`config.mk`:
```
export PLATFORM = sky130hd
export DESIGN_NAME = pc_gen
export DESIGN_NICKNAME = d
export VERILOG_FILES = /design/src/rtl/pc_gen.sv
export SDC_FILE = /design/constraint.sdc
export NUM_CORES = 1
export LEC_CHECK = 0
export ABC_AREA = 1
export CORE_MARGIN = 1
export CORE_UTILIZATION = 57
export CTS_CLUSTER_SIZE = 40
export DETAILED_ROUTE_END_ITERATION = 8
export PLACE_DENSITY_LB_ADDON = 0.12
export SYNTH_ARGS = -nofsm -noshare
export SYNTH_HDL_FRONTEND = slang
export SYNTH_SLANG_ARGS = --single-unit
```
`constraint.sdc`:
```
create_clock -name clk -period 4.82 [get_ports clk]
set_clock_uncertainty 0.15 [all_clocks]
set_input_delay 0.482 -clock clk [delete_from_list [all_inputs] [get_ports clk]]
set_output_delay 0.482 -clock clk [all_outputs]
set_load 0.03 [all_outputs]
```
`src/rtl/pc_gen.sv`:
```
// Program-counter generator for the fetch stage.
// Holds the word-aligned PC and picks the next PC from exception, ERET, redirect,
// call/return (through a circular return-address stack) or sequential sources.
// Also holds the EPC register.
module pc_gen #(
  parameter int                ADDR_W    = 32,
  parameter logic [ADDR_W-1:0] RESET_VEC = 32'h0000_3000,
  parameter logic [ADDR_W-1:0] EXC_VEC   = 32'h0000_4180,
  parameter int                RAS_DEPTH = 4
) (
  input  logic                         clk,
  input  logic                         rst_n,
  input  logic                         pc_write,
  input  logic                         redirect_valid,
  input  logic [ADDR_W-3:0]            redirect_target,
  input  logic                         exc_valid,
  input  logic [ADDR_W-3:0]            exc_pc,
  input  logic                         eret,
  input  logic                         call,
  input  logic [ADDR_W-3:0]            call_target,
  input  logic                         ret,
  input  logic [ADDR_W-3:0]            ret_target,
  output logic [ADDR_W-3:0]            pc,
  output logic [ADDR_W-3:0]            epc,
  output logic [$clog2(RAS_DEPTH):0]   ras_count,
  output logic                         ras_underflow
);

  localparam int WA = ADDR_W - 2;
  localparam int PW = $clog2(RAS_DEPTH);
  localparam int CW = PW + 1;

  localparam logic [WA-1:0] RESET_WORD = RESET_VEC[ADDR_W-1:2];
  localparam logic [WA-1:0] EXC_WORD   = EXC_VEC[ADDR_W-1:2];
  localparam logic [CW-1:0] RAS_FULL   = CW'(RAS_DEPTH);

  logic [WA-1:0] r_pc;
  logic [WA-1:0] r_epc;
  logic [CW-1:0] r_cnt;
  logic [PW-1:0] r_tp;
  logic          r_uf;
  logic [WA-1:0] r_ras [RAS_DEPTH];

  logic [WA-1:0] w_pc_inc;
  logic [WA-1:0] w_pc_nxt;
  logic [WA-1:0] w_epc_nxt;
  logic [CW-1:0] w_cnt_nxt;
  logic [PW-1:0] w_tp_nxt;
  logic          w_uf_nxt;
  logic          w_ras_we;
  logic [PW-1:0] w_ras_wa;

  // Sequential successor wraps modulo 2^WA by construction.
  assign w_pc_inc = r_pc + WA'(1);

  // Priority arbitration: exactly one source wins; losers have no side effect.
  always_comb begin
    w_pc_nxt  = w_pc_inc;
    w_epc_nxt = r_epc;
    w_cnt_nxt = r_cnt;
    w_tp_nxt  = r_tp;
    w_uf_nxt  = 1'b0;
    w_ras_we  = 1'b0;
    w_ras_wa  = r_tp;
    if (exc_valid) begin
      // Flush only clears the count; stale entries are never read again.
      w_pc_nxt  = EXC_WORD;
      w_epc_nxt = exc_pc;
      w_cnt_nxt = '0;
    end else if (eret) begin
      w_pc_nxt = r_epc;
    end else if (redirect_valid) begin
      w_pc_nxt = redirect_target;
    end else if (!pc_write) begin
      w_pc_nxt = r_pc;
    end else if (call && ret) begin
      // Pop+push collapses into overwriting the top in place.
      w_pc_nxt = call_target;
      w_ras_we = 1'b1;
      w_ras_wa = r_tp;
      if (r_cnt == '0) w_cnt_nxt = CW'(1);
    end else if (call) begin
      // Full stack: pointer still advances, overwriting the oldest entry.
      w_pc_nxt = call_target;
      w_ras_we = 1'b1;
      w_ras_wa = r_tp + PW'(1);
      w_tp_nxt = r_tp + PW'(1);
      if (r_cnt != RAS_FULL) w_cnt_nxt = r_cnt + CW'(1);
    end else if (ret) begin
      if (r_cnt != '0) begin
        w_pc_nxt  = r_ras[r_tp];
        w_tp_nxt  = r_tp - PW'(1);
        w_cnt_nxt = r_cnt - CW'(1);
      end else begin
        w_pc_nxt = ret_target;
        w_uf_nxt = 1'b1;
      end
    end
  end

  // Control and architectural state, asynchronously reset.
  always_ff @(posedge clk or negedge rst_n) begin
    if (!rst_n) begin
      r_pc  <= RESET_WORD;
      r_epc <= '0;
      r_cnt <= '0;
      r_tp  <= '0;
      r_uf  <= 1'b0;
    end else begin
      r_pc  <= w_pc_nxt;
      r_epc <= w_epc_nxt;
      r_cnt <= w_cnt_nxt;
      r_tp  <= w_tp_nxt;
      r_uf  <= w_uf_nxt;
    end
  end

  // RAS storage: data only, validity is tracked by r_cnt.
  always_ff @(posedge clk) begin
    if (rst_n && w_ras_we) r_ras[w_ras_wa] <= w_pc_inc;
  end

  assign pc            = r_pc;
  assign epc           = r_epc;
  assign ras_count     = r_cnt;
  assign ras_underflow = r_uf;

endmodule

```
After elaboration in Yosys (flattened, before gate mapping)
Memories as Yosys holds them, arrays and structs flattened.
Index checks and enable logic that the tools add are counted.
{"block": "totals", "mem_bits_rw": 120, "out_inout_bits": 64, "mem_count": 1, "wordCells": 75, "regBits": 66, "input_bits": 128}
{"memory": "r_ras", "depth": 4, "width": 30, "read_ports": 1, "rd_ports_with_merged_regs": 0, "write_ports": 1, "line": "42", "rtl": "logic [WA-1:0] r_ras [RAS_DEPTH];"}
{"block": "op_classes", "n_mux": 43, "addsub": 5, "reduce_logical": 12, "n_eq_ne": 5, "bitwise_logic": 4}
{"op": "two-way mux 30 bit", "n": 8}
{"op": "adder 30 x 1 -> 30 bit (second input constant)", "n": 1}
{"op": "two-way mux 3 bit", "n": 10}
{"op": "two-way mux 2 bit", "n": 9}
{"op": "two-way mux 1 bit", "n": 16}
{"op": "AND reduction 7 bit", "n": 2}
{"op": "nonzero test 4 bit", "n": 3}
{"op": "nonzero test 2 bit", "n": 3}
{"op": "inequality test 4 x 2 -> 1 bit (second input constant)", "n": 1}
{"op": "NOT 1 bit", "n": 4}
{"op": "adder 3 x 1 -> 3 bit (second input constant)", "n": 1}
{"op": "zero test 3 bit", "n": 1}
{"op": "inequality test 3 x 2 -> 1 bit (second input constant)", "n": 1}
{"op": "inequality test 3 bit (second input constant)", "n": 1}
{"op": "nonzero test 3 bit", "n": 1}
{"op": "subtractor 3 x 1 -> 3 bit (second input constant)", "n": 1}
{"op": "adder 2 x 1 -> 2 bit (second input constant)", "n": 1}
{"op": "logical AND 1 bit", "n": 2}
{"op": "inequality test 2 x 1 -> 1 bit (second input constant)", "n": 1}
{"op": "inequality test 2 bit (second input constant)", "n": 1}
{"op": "subtractor 2 x 1 -> 2 bit (second input constant)", "n": 1}

Depth between registers and ports, before layout
{"block": "depth", "word_depth": 9, "mapped_depth": 13, "ltp_nobuf": 13}

Least setup slack after synthesis
OpenSTA, ideal clock, no wires.
{"block": "synth_path", "kind": "input to register", "start": "in call", "end": "mem r_ras[0][0] (netlist bit), enable pin", "setup_slack_ns": 1.536, "setup_ns": 0.417, "t_arrival_ns": 2.717, "required_ns": 4.253, "cell_stages": 7, "path_cell_list": "inv_1 clkbuf_1 ha_1 or2_1 o21ai_1 nand2_1 nor2_1"}
{"block": "synth_via", "elab_chain_len": 9}
{"item": "from (decl)", "line": "19", "rtl": "input logic call,"}
{"item": "two-way mux 1 bit / logical AND 1 bit (equally long branches)", "line": "82, 76"}
{"item": "two-way mux 1 bit", "line": "76", "rtl": "end else if (call && ret) begin"}
{"item": "two-way mux 1 bit", "line": "74", "rtl": "end else if (!pc_write) begin"}
{"item": "two-way mux 1 bit", "line": "72", "rtl": "end else if (redirect_valid) begin"}
{"item": "two-way mux 1 bit", "line": "70", "rtl": "end else if (eret) begin"}
{"item": "two-way mux 1 bit", "line": "65", "rtl": "if (exc_valid) begin"}
{"item": "logical AND 1 bit", "line": "120", "rtl": "if (rst_n && w_ras_we) r_ras[w_ras_wa] <= w_pc_inc;"}
{"item": "two-way mux 1 bit", "line": "120"}
{"item": "two-way mux 1 bit (not written as such)", "line": "120"}
{"item": "to (decl)", "line": "42"}
Several ways; a longest one is shown, not always the timed one.

Final worst setup path
{"block": "layout_path", "start": "in eret", "end": "mem r_ras[1][13] (netlist bit), enable pin"}
{"block": "layout_via", "elab_chain_len": 5}
{"item": "from (decl)", "line": "18", "rtl": "input logic eret,"}
{"item": "two-way mux 1 bit", "line": "70"}
{"item": "two-way mux 1 bit", "line": "65"}
{"item": "logical AND 1 bit", "line": "120"}
{"item": "two-way mux 1 bit", "line": "120"}
{"item": "two-way mux 1 bit (not written as such)", "line": "120"}
Several ways; a longest one is shown, not always the timed one.

==> impl_metrics.toml <==
[outcome]
outcome = "completed"

[cts]
postCtsSetupBuffers = 0
cts.path.max_buffers = 2
cts_hold_buf = 0
path_clk_slew_ns = 0.07
h-tree-depth = 4
cts_num_sinks = 186
cts_tree = "yes"
numCtsBuffers = 17
worst_skew_pair.late_latency_ns = 0.44
cts.root.buffer_cell = "clkbuf_16"
ctsResizeCount = 0

[power]
p_clk_share_pct = 30.6
p_int_mw = 2.88
p_leak_nw = 5.26
max-vdd-ir-drop_mv = 0.261
pwr-share-comb_pct = 27.0
net-switching-power_mw = 1.50
p_per_area_mw_per_mm2 = 354
swShare_pct = 34.2
pwr-share-seq_pct = 42.4
p_total_mw = 4.38

[place]
portBuffers = 191
gp_congestion = 0.959
post-dp-hpwl_um = 20000
dp.cells = 1557

[global_routing]
grt_overflow = 0
antenna_found_initial = 0
grt_use_total_pct = 32.5
grt_pass1_vias = 8117
grt_max_degree = 67
grt_pass1_wl_um = 43200

[synthesis]
syn-instance-count = 1189
synth_area_sq_mm = 0.00976
synth.ff_latch_count = 186
syn_area_per_cell_sq_um = 8.20
synth_edf_count = 120
ys_seq_area_share_pct = 53.9
synth.net_count = 1321
async_flop_share_pct = 35.5
synth_flop_cell = "edfxtp_1"
yosysWarnings = 0
synth.distinct_cells = 40

[layout]
n_antenna_cell = 0
finalNetCount = 1488
nFillCells = 1282
drive_above_1_share_pct = 6.87
syn_to_final_growth_pct = 26.7
final_cell_count_no_fill = 1589

[setup_path]
worst_ep_required_time_ns = 4.77
crit_arrival_ns = 2.96
startpoint = "eret"
cp-endpoint = "r_ras[1][13]"
reg2reg_to = "pc[12]"
r2r_start = "ras_count[0]"
cp_max_fo = 27
rrSetupSlack_ns = 2.03
worst_setup_path_end_kind = "register"
critPathLaunchType = "input port"
critPathKind = "in -> reg"
reg2reg_depth = 11

[floorplan]
rows = 47
start_util_pct = 58.6
design.core.area_sq_mm = 0.0166
dieWidth_um = 133
die_height_um = 133
ios = 192
dieArea_sq_mm = 0.0176

[timing]
setup_violations = 0
totalNegativeSetupSlack_ns = 0
hold_ws_ns = 0.152
fin_crit_sh_pct = 62.4
max_freq_ghz = 0.332
min_period_ns = 3.01
slew_violations = 0
slew_headroom_pct = 44.3
worstMarginPinSlew_ns = 0.835
hold_viol = 0
rsz0062_at_grt = "false"

[drt]
drt-initial-drc-count = 1035
via_per_inst = 5.50
vias = 8738
drtPass1Iterations = 5
post-route-drc-count = 0
ant_nets = 0
wire_per_inst_um = 17.5
routed_wl_um = 27700

[hold_path]
hold_class = "in -> async"

[run]
timing.max_cap.violations = 0
-- power groups by stage --
| stage | Clock (mW) | Sequential [mW] | Combinational, mW |
|---|---|---|---|
| floorplan | 0 | 1.96 | 0.635 |
| global placement | 0 | 1.88 | 1.14 |
| detailed placement | 0 | 1.88 | 1.16 |
| CTS | 1.34 | 1.85 | 1.17 |
| global route | 1.41 | 1.86 | 1.28 |
| finish | 1.34 | 1.85 | 1.18 |
-- layout make-up --
class	count	area (sq um)	share of cell area, %
sequential	186	5260	42.5
multi-input combinational	859	3930	31.8
tap	220	275	2.23
timing repair buffer	205	2010	16.2
clock buffer	18	429	3.47
inverter	87	327	2.64
clock inverter	14	134	1.08
-- worst min-delay path by stage --
stage               depth (start not counted)     from      end  slack (ns)
floorplan                                   0    rst_n   epc[0]        0.04
global placement                            2  epc[29]  epc[29]        0.35
detailed placement                          2  epc[10]  epc[10]        0.34
CTS                                         2    rst_n   epc[1]        0.18
global route                                2    rst_n   epc[3]        0.22
finish                                      2    rst_n   epc[1]        0.15
-- cell usage after synthesis, types with 3 or more instances --
| cell type | n | area (sq um) |
|---|---|---|
| a21oi_1 | 16 | 80.1 |
| a22oi_1 | 5 | 37.5 |
| a31oi_1 | 11 | 68.8 |
| buf_1 | 5 | 18.8 |
| buf_2 | 27 | 135 |
| clkbuf_1 | 24 | 90.1 |
| dfrtp_1 | 64 | 1600 |
| edfxtp_1 | 120 | 3600 |
| ha_1 | 3 | 37.5 |
| inv_1 | 80 | 300 |
| inv_2 | 6 | 22.5 |
| nand2_1 | 470 | 1760 |
| nand2_2 | 4 | 25.0 |
| nand3_1 | 105 | 526 |
| nand3_2 | 4 | 40.0 |
| nand4_1 | 6 | 37.5 |
| nor2_1 | 112 | 420 |
| nor2_2 | 4 | 25.0 |
| nor2_4 | 4 | 45.0 |
| o211ai_1 | 15 | 113 |
| o21ai_0 | 29 | 145 |
| o21ai_1 | 6 | 30.0 |
| o21bai_1 | 3 | 22.5 |
| o22ai_1 | 24 | 150 |
| or2_2 | 13 | 81.3 |
| xnor2_1 | 3 | 26.3 |
| xor2_1 | 6 | 52.6 |
-- cell families (layout without fill, tap and decap cells) --
family          Yosys count  count (layout)  share of synthesized area [%]
simple gates            732             732                           31.6
flops                   186             186                           53.9
buf+inv                 144             324                           5.93
compound gates          112             112                           6.89
xor+xnor                 11              11                           1.14
fa+ha+maj                 4               4                          0.590
-- layer usage --
metal	global-route usage (%)	share of wire, %
met4	12.4	2.5
met5	0	0
met1	45.1	42
met3	5.56	8.4
met2	51.2	47
-- sequential cells by signal (all words and copies together), names as in the netlist --
name	count
ras_count	3
r_ras	120
pc	30
ras_underflow	1
epc	30
r_tp	2
-- worst max-delay path, stage by stage --
cell and delay, ns:
clkdlybuf4s50_1 0.62, nor2_8 0.41, nand2_1 0.17, inv_1 0.12, nand3_1 0.10, xor2_1 0.20
nor2_2 0.40, buf_4 0.42
-- cell usage in the layout (no fill, tap or decap), drive strengths merged --
cell type,instances
buf,16
nand2,474
fa,1
nand4,6
a211oi,1
a221oi,2
xnor2,3
dfrtp,64
a21oi,16
and2,1
clkinvlp,3
o21ai,35
dfstp,2
clkbuf,18
ha,3
o21bai,3
nand3b,2
clkinv,6
clkdlybuf4s50,189
o211ai,15
a22oi,5
o22ai,24
edfxtp,120
or2,15
xor2,8
inv,92
nor4,1
nand3,111
a31oi,11
nor2,122
-- per-stage QoR --
stage	setup slack, ns	instance area, sq um	util (%)
after floorplan	1.54	9760	-
after global placement	1.45	11800	70.9
after detailed placement	1.37	11800	70.9
after CTS	1.81	12400	74.3
after global routing	1.65	12400	74.3
final	1.81	12400	74.3
Note: power is estimated with default switching activity, not from simulation.
